**config.mk**
```make
export PLATFORM = sky130hd
export DESIGN_NAME = keypad_scan_param
export DESIGN_NICKNAME = d
export VERILOG_FILES = /design/src/rtl/keypad_scan_param.sv
export SDC_FILE = /design/constraint.sdc
export NUM_CORES = 1
export LEC_CHECK = 0
export ABC_AREA = 1
export CORE_UTILIZATION = 55
export CTS_CLUSTER_SIZE = 25
export DETAILED_ROUTE_END_ITERATION = 16
export HOLD_SLACK_MARGIN = 0.06
export PLACE_DENSITY = 0.78
export SYNTH_ARGS = -nofsm -noshare
export SYNTH_HDL_FRONTEND = slang
export SYNTH_SLANG_ARGS = --single-unit
```
**constraint.sdc**
```tcl
create_clock -name clk -period 2.1 [get_ports clk]
set_clock_uncertainty 0.2 [all_clocks]
set_input_delay 0.315 -clock clk [delete_from_list [all_inputs] [get_ports clk]]
set_output_delay 0.315 -clock clk [all_outputs]
set_load 0.01 [all_outputs]
```
**src/rtl/keypad_scan_param.sv**
```systemverilog
// Debounced row/column keypad scanner with optional auto-repeat.
// Ports: clk, rst_n (async, active-low), row[ROWS] (active-low in),
//        col[COLS] (active-low drive), key_valid / key_release (1-clk pulses),
//        key_code[KW] (last accepted key), key_held (level).
module keypad_scan_param #(
    parameter int CLK_HZ         = 50_000_000,
    parameter int SCAN_HZ        = 1000,
    parameter int ROWS           = 4,
    parameter int COLS           = 4,
    parameter int DEB_TICKS      = 20,
    parameter int REPEAT_EN      = 0,
    parameter int REP_DLY_TICKS  = 500,
    parameter int REP_RATE_TICKS = 100,
    localparam int KW = (ROWS * COLS > 2) ? $clog2(ROWS * COLS) : 1
) (
    input  logic            clk,
    input  logic            rst_n,
    input  logic [ROWS-1:0] row,
    output logic [COLS-1:0] col,
    output logic            key_valid,
    output logic [KW-1:0]   key_code,
    output logic            key_release,
    output logic            key_held
);

    localparam int TICK_DIV = (CLK_HZ / SCAN_HZ < 2) ? 2 : CLK_HZ / SCAN_HZ;
    localparam int TW       = $clog2(TICK_DIV);
    localparam int DW       = (DEB_TICKS > 1) ? $clog2(DEB_TICKS + 1) : 1;
    localparam int REP_MAX  = (REP_DLY_TICKS > REP_RATE_TICKS) ?
                              REP_DLY_TICKS : REP_RATE_TICKS;
    localparam int RW       = (REP_MAX > 1) ? $clog2(REP_MAX + 1) : 1;
    localparam int CW       = (COLS > 2) ? $clog2(COLS) : 1;

    typedef enum logic [2:0] {
        IDLE = 3'd0,
        PDEB = 3'd1,
        SCAN = 3'd2,
        HELD = 3'd3,
        RDEB = 3'd4
    } state_t;

    logic [TW-1:0] div_q;
    logic          tick;

    assign tick = (div_q == TW'(TICK_DIV - 1));

    always_ff @(posedge clk or negedge rst_n) begin
        if (!rst_n)    div_q <= '0;
        else if (tick) div_q <= '0;
        else           div_q <= div_q + TW'(1);
    end

    state_t        state_q, state_d;
    logic [DW-1:0] deb_q, deb_d;
    logic [CW-1:0] cidx_q, cidx_d;
    logic [RW-1:0] rep_q, rep_d;
    logic          late_q, late_d;
    logic [KW-1:0] code_q, code_d;
    logic          valid_q, valid_d;
    logic          rel_q, rel_d;
    logic          held_q, held_d;

    logic          row_idle;
    logic [KW-1:0] hit_code;
    logic [RW-1:0] rep_inc;
    logic [RW-1:0] rep_tgt;

    assign row_idle = &row;
    assign rep_inc  = rep_q + RW'(1);
    // First repeat waits the long delay, later ones use the rate.
    assign rep_tgt  = late_q ? RW'(REP_RATE_TICKS) : RW'(REP_DLY_TICKS);

    // Descending loop so the lowest low row wins.
    always_comb begin
        hit_code = '0;
        for (int i = ROWS - 1; i >= 0; i--) begin
            if (!row[i]) hit_code = KW'(i * COLS) + KW'(cidx_q);
        end
    end

    assign col         = (state_q == SCAN) ? ~(COLS'(1) << cidx_q) : '0;
    assign key_valid   = valid_q;
    assign key_release = rel_q;
    assign key_code    = code_q;
    assign key_held    = held_q;

    always_ff @(posedge clk or negedge rst_n) begin
        if (!rst_n) begin
            state_q <= IDLE;
            deb_q   <= '0;
            cidx_q  <= '0;
            rep_q   <= '0;
            late_q  <= 1'b0;
            code_q  <= '0;
            valid_q <= 1'b0;
            rel_q   <= 1'b0;
            held_q  <= 1'b0;
        end else begin
            state_q <= state_d;
            deb_q   <= deb_d;
            cidx_q  <= cidx_d;
            rep_q   <= rep_d;
            late_q  <= late_d;
            code_q  <= code_d;
            valid_q <= valid_d;
            rel_q   <= rel_d;
            held_q  <= held_d;
        end
    end

    always_comb begin
        state_d = state_q;
        deb_d   = deb_q;
        cidx_d  = cidx_q;
        rep_d   = rep_q;
        late_d  = late_q;
        code_d  = code_q;
        valid_d = 1'b0;
        rel_d   = 1'b0;
        held_d  = held_q;
        if (tick) begin
            case (state_q)
                IDLE: begin
                    if (!row_idle) begin
                        state_d = PDEB;
                        deb_d   = DW'(1);
                    end
                end
                PDEB: begin
                    if (row_idle) begin
                        state_d = IDLE;
                        deb_d   = '0;
                    end else if (deb_q >= DW'(DEB_TICKS - 1)) begin
                        state_d = SCAN;
                        deb_d   = '0;
                        cidx_d  = '0;
                    end else begin
                        deb_d = deb_q + DW'(1);
                    end
                end
                SCAN: begin
                    if (!row_idle) begin
                        state_d = HELD;
                        code_d  = hit_code;
                        valid_d = 1'b1;
                        held_d  = 1'b1;
                        rep_d   = '0;
                        late_d  = 1'b0;
                        cidx_d  = '0;
                    end else if (cidx_q == CW'(COLS - 1)) begin
                        state_d = IDLE;
                        cidx_d  = '0;
                    end else begin
                        cidx_d = cidx_q + CW'(1);
                    end
                end
                HELD: begin
                    if (row_idle) begin
                        state_d = RDEB;
                        deb_d   = DW'(1);
                    end else if (REPEAT_EN != 0) begin
                        // Restart at each repeat so the count never wraps.
                        if (rep_inc >= rep_tgt) begin
                            valid_d = 1'b1;
                            rep_d   = '0;
                            late_d  = 1'b1;
                        end else begin
                            rep_d = rep_inc;
                        end
                    end
                end
                RDEB: begin
                    if (!row_idle) begin
                        state_d = HELD;
                        deb_d   = '0;
                        rep_d   = '0;
                        late_d  = 1'b0;
                    end else if (deb_q >= DW'(DEB_TICKS - 1)) begin
                        state_d = IDLE;
                        deb_d   = '0;
                        rel_d   = 1'b1;
                        held_d  = 1'b0;
                    end else begin
                        deb_d = deb_q + DW'(1);
                    end
                end
                default: begin
                    state_d = IDLE;
                    deb_d   = '0;
                    cidx_d  = '0;
                    rep_d   = '0;
                    late_d  = 1'b0;
                    held_d  = 1'b0;
                end
            endcase
        end
    end

endmodule

```
==> impl_metrics.toml <==
[outcome]
outcome = "finished clean"

[timing]
tightest_slew_ns = 0.419
fin_crit_ns = 1.99
tns_ns = 0
slew_violations = 0
slew_headroom_pct = 72.1
finalHoldViolCount = 0
finalSetupViolations = 0
rsz0062_at_grt = "no"
finalCritPeriodShare_pct = 94.6
fin_ws_ns = 0.114
fmax_ghz = 0.503

[die]
initial_core_util_pct = 58.8
die_area_um2 = 3890
ios = 17
fp-row-count = 21
core_um2 = 3420
die_x_um = 62.4
die_h_um = 62.4

[logic_synthesis]
synth_top_area_share_pct = 41.1
yosysWarnings = 0
synth_seq_area_share_pct = 41.1
synth.distinct_cells = 29
synthSimpleGateAreaFrac_pct = 41.1
synth_enable_flop_cells = 0
yosys.area_share.adder_pct = 3.74
synth_top_family_by_area = "simple AND/OR/NAND/NOR gates"
yosysMostFrequentCell = "nand2_1"
ys.flop_type = "dfrtp_1"
yosys.area_share.xor_xnor_pct = 2.62
synth_common_cells = "94 x nand2_1, 36 x nor2_1, 33 x dfrtp_1"
avgSynthCellArea_um2 = 7.27
ys_seq_elements = 33
synthArstFlopShare_pct = 100
synthTopCellsByArea = "dfrtp_1 41%, nand2_1 18%, nor2_1 6.7%"
synthesis.area_um2 = 2010
synth-compound-area-share_pct = 3.99
postSynthCellCount = 276
yosys.area.top_type = "dfrtp_1"
synth_mux_area_share_pct = 0
synthesis.nets = 288

[final_layout]
final_core_util_pct = 68.6
fin_nets = 320
fillers = 284
seqCellArea_um2 = 827
design_area_um2 = 2340
num_antenna_cells = 0
multiInputGateArea_um2 = 1030
syn2layout_area_growth_pct = 16.8
drive_above_1_share_pct = 14.3

[global_route]
overflow = 0
grt_pass1_vias = 1760
grt_max_degree = 34
track_usage_pct = 25.6
top_usage_layer = "met2"
antenna_found_initial = 0
use_met1_pct = 34.0
grt_pass1_wl_um = 7820
globalRouteMet2Util_pct = 41.4
met3_usage_pct = 6.20

[place]
place_area_um2 = 2260
dpl_worst_slack_ns = 0.0915
dpl.hpwl_um = 3120
port_buffers = 16
gp_congestion = 0.940

[route]
detail_route.wl_per_cell_um = 12.2
num_vias = 1794
dr.pass1.iters = 4
drcViolationCount = 0
viasPerCell = 5.07
routed_wl_um = 4330
first_iter_violations = 127
ant_nets = 0

[power_and_ir_drop]
p_total_mw = 1.05
pwr-share-comb_pct = 3.3
p_sw_share_pct = 23.0
clkPwrFrac_pct = 36.0
cellPowerDensity_nw_per_um2 = 447
ir_drop_mv = 0.420
p_int_mw = 0.806
p_leak_nw = 1.25
pwr-share-seq_pct = 60.6
switchingPower_mw = 0.241

[clock_network]
h-tree-depth = 2
clock_latency_ns = 0.35
root_buffer = "clkbuf_4"
path_clk_slew_ns = 0.11
cts_buffers = 5
cts_tree = "done"
cts.path.max_buffers = 2
cts_hold_buf = 0
clock_sinks = 33

[setup_path]
crit_required_ns = 1.58
slowest_stage = "dfrtp_1"
cpPeakStageDelay_ns = 0.36
cp_top_family = "buffers and inverters"
crit_type = "reg2out"
critPathMaxFanout = 3
crit_chain = "buf_4 -> inv_1 -> ha_1 -> nor2_1 -> clkdlybuf4s15_1"
cp.arrival_ns = 1.47
start_kind = "register"
cp-end-kind = "output pin"
path_buf_inv = 3

[min_path]
hp-class = "in2async"

[run]
maxCapViolations = 0
[cell usage in the layout, fill, tap and decap left out, types with 2 or more instances in the layout]
cell type        Yosys  final
inv_1               28     28
nand2_2              3      3
nand3_2              2      2
inv_2                9      9
o21bai_1             2      2
o21ai_1              6      6
dlygate4sd2_1        0      2
clkdlybuf4s50_1      0     12
dfrtp_1             33     32
o21ai_0              3      3
xor2_1               5      5
nor2_4               2      2
buf_4                0     10
ha_1                 6      6
nand4_1              7      7
nor2_1              36     36
a21oi_1              4      4
nand3_1             14     14
nor3_1               5      5
nor2_2               5      5
nand3_4              2      2
clkbuf_4             0      5
nand2_1             94     94
[metal layers]
metal  vias up  share of wire, %
met3         6               4.8
met1       819                47
met5         -                 0
met4         0              0.83
li1        926                 -
met2        43                47
[kinds of logic (layout without fill, tap and decap cells)]
| group | count (synthesis) | in the layout |
|---|---|---|
| AND/OR/NAND/NOR | 177 | 177 |
| buffers and inverters | 39 | 71 |
| flip-flops | 33 | 33 |
| AO/OA/AOI/OAI | 15 | 15 |
| adder cells (fa/ha/maj) | 6 | 6 |
| XOR/XNOR | 6 | 6 |
[power groups by stage]
stage	Clock [mW]	Sequential (mW)	Combinational [mW]
2_1_floorplan	0	0.648	0.00880
6_report	0.377	0.635	0.0350
5_1_grt	0.411	0.635	0.0407
4_1_cts	0.384	0.635	0.0361
3_3_place_gp	0	0.647	0.0361
3_5_place_dp	0	0.647	0.0360
[per-stage QoR]
stage               hold WS [ns]  instances
floorplan                 -0.181        276
global placement           0.257        342
detailed placement         0.266        342
CTS                        0.168        354
global route               0.212        354
finish                     0.143        354
[final timing paths]
path / start / to / slack, ns / cells past startpoint
max: cidx_q[0]$_DFFE_PN0P_ / col[0] / 0.11 / 5
min: rst_n / key_code[2]$_DFFE_PN0P_ / 0.14 / 2
max reg2reg: div_q[0]$_DFF_PN0_ / deb_q[0]$_DFFE_PN0P_ / 0.18 / 8
min reg2reg: key_held$_DFFE_PN0P_ / key_held$_DFFE_PN0P_ / 0.30 / 2
max in group asynchronous: rst_n / state_q[2]$_DFFE_PN0P_ / 1.21 / 2
min in group clk: key_held$_DFFE_PN0P_ / key_held$_DFFE_PN0P_ / 0.30 / 2
[registers in the layout (all words and copies together) (netlist names)]
| name | flops |
|---|---|
| key_valid | 1 |
| state_q | 3 |
| key_held | 1 |
| cidx_q | 2 |
| deb_q | 5 |
| key_code | 4 |
| div_q | 16 |
| key_release | 1 |
[what timing repair did]
item | 4_1_cts | 5_1_grt
gates resized for setup | 5 | 3
endpoints found under the setup margin | 4 | 2
endpoints found under the hold margin | 0 | 0
setup buffers | 5 | 0
[layout make-up]
cell class / instances / area share (%)
Tap cell: 46 / 2.46
Timing Repair Buffer: 26 / 9.72
Inverter: 38 / 6.09
Clock buffer: 7 / 2.35
Multi-Input combinational cell: 204 / 44.1
Sequential cell: 33 / 35.3
Note: power is estimated with default switching activity, not from simulation.
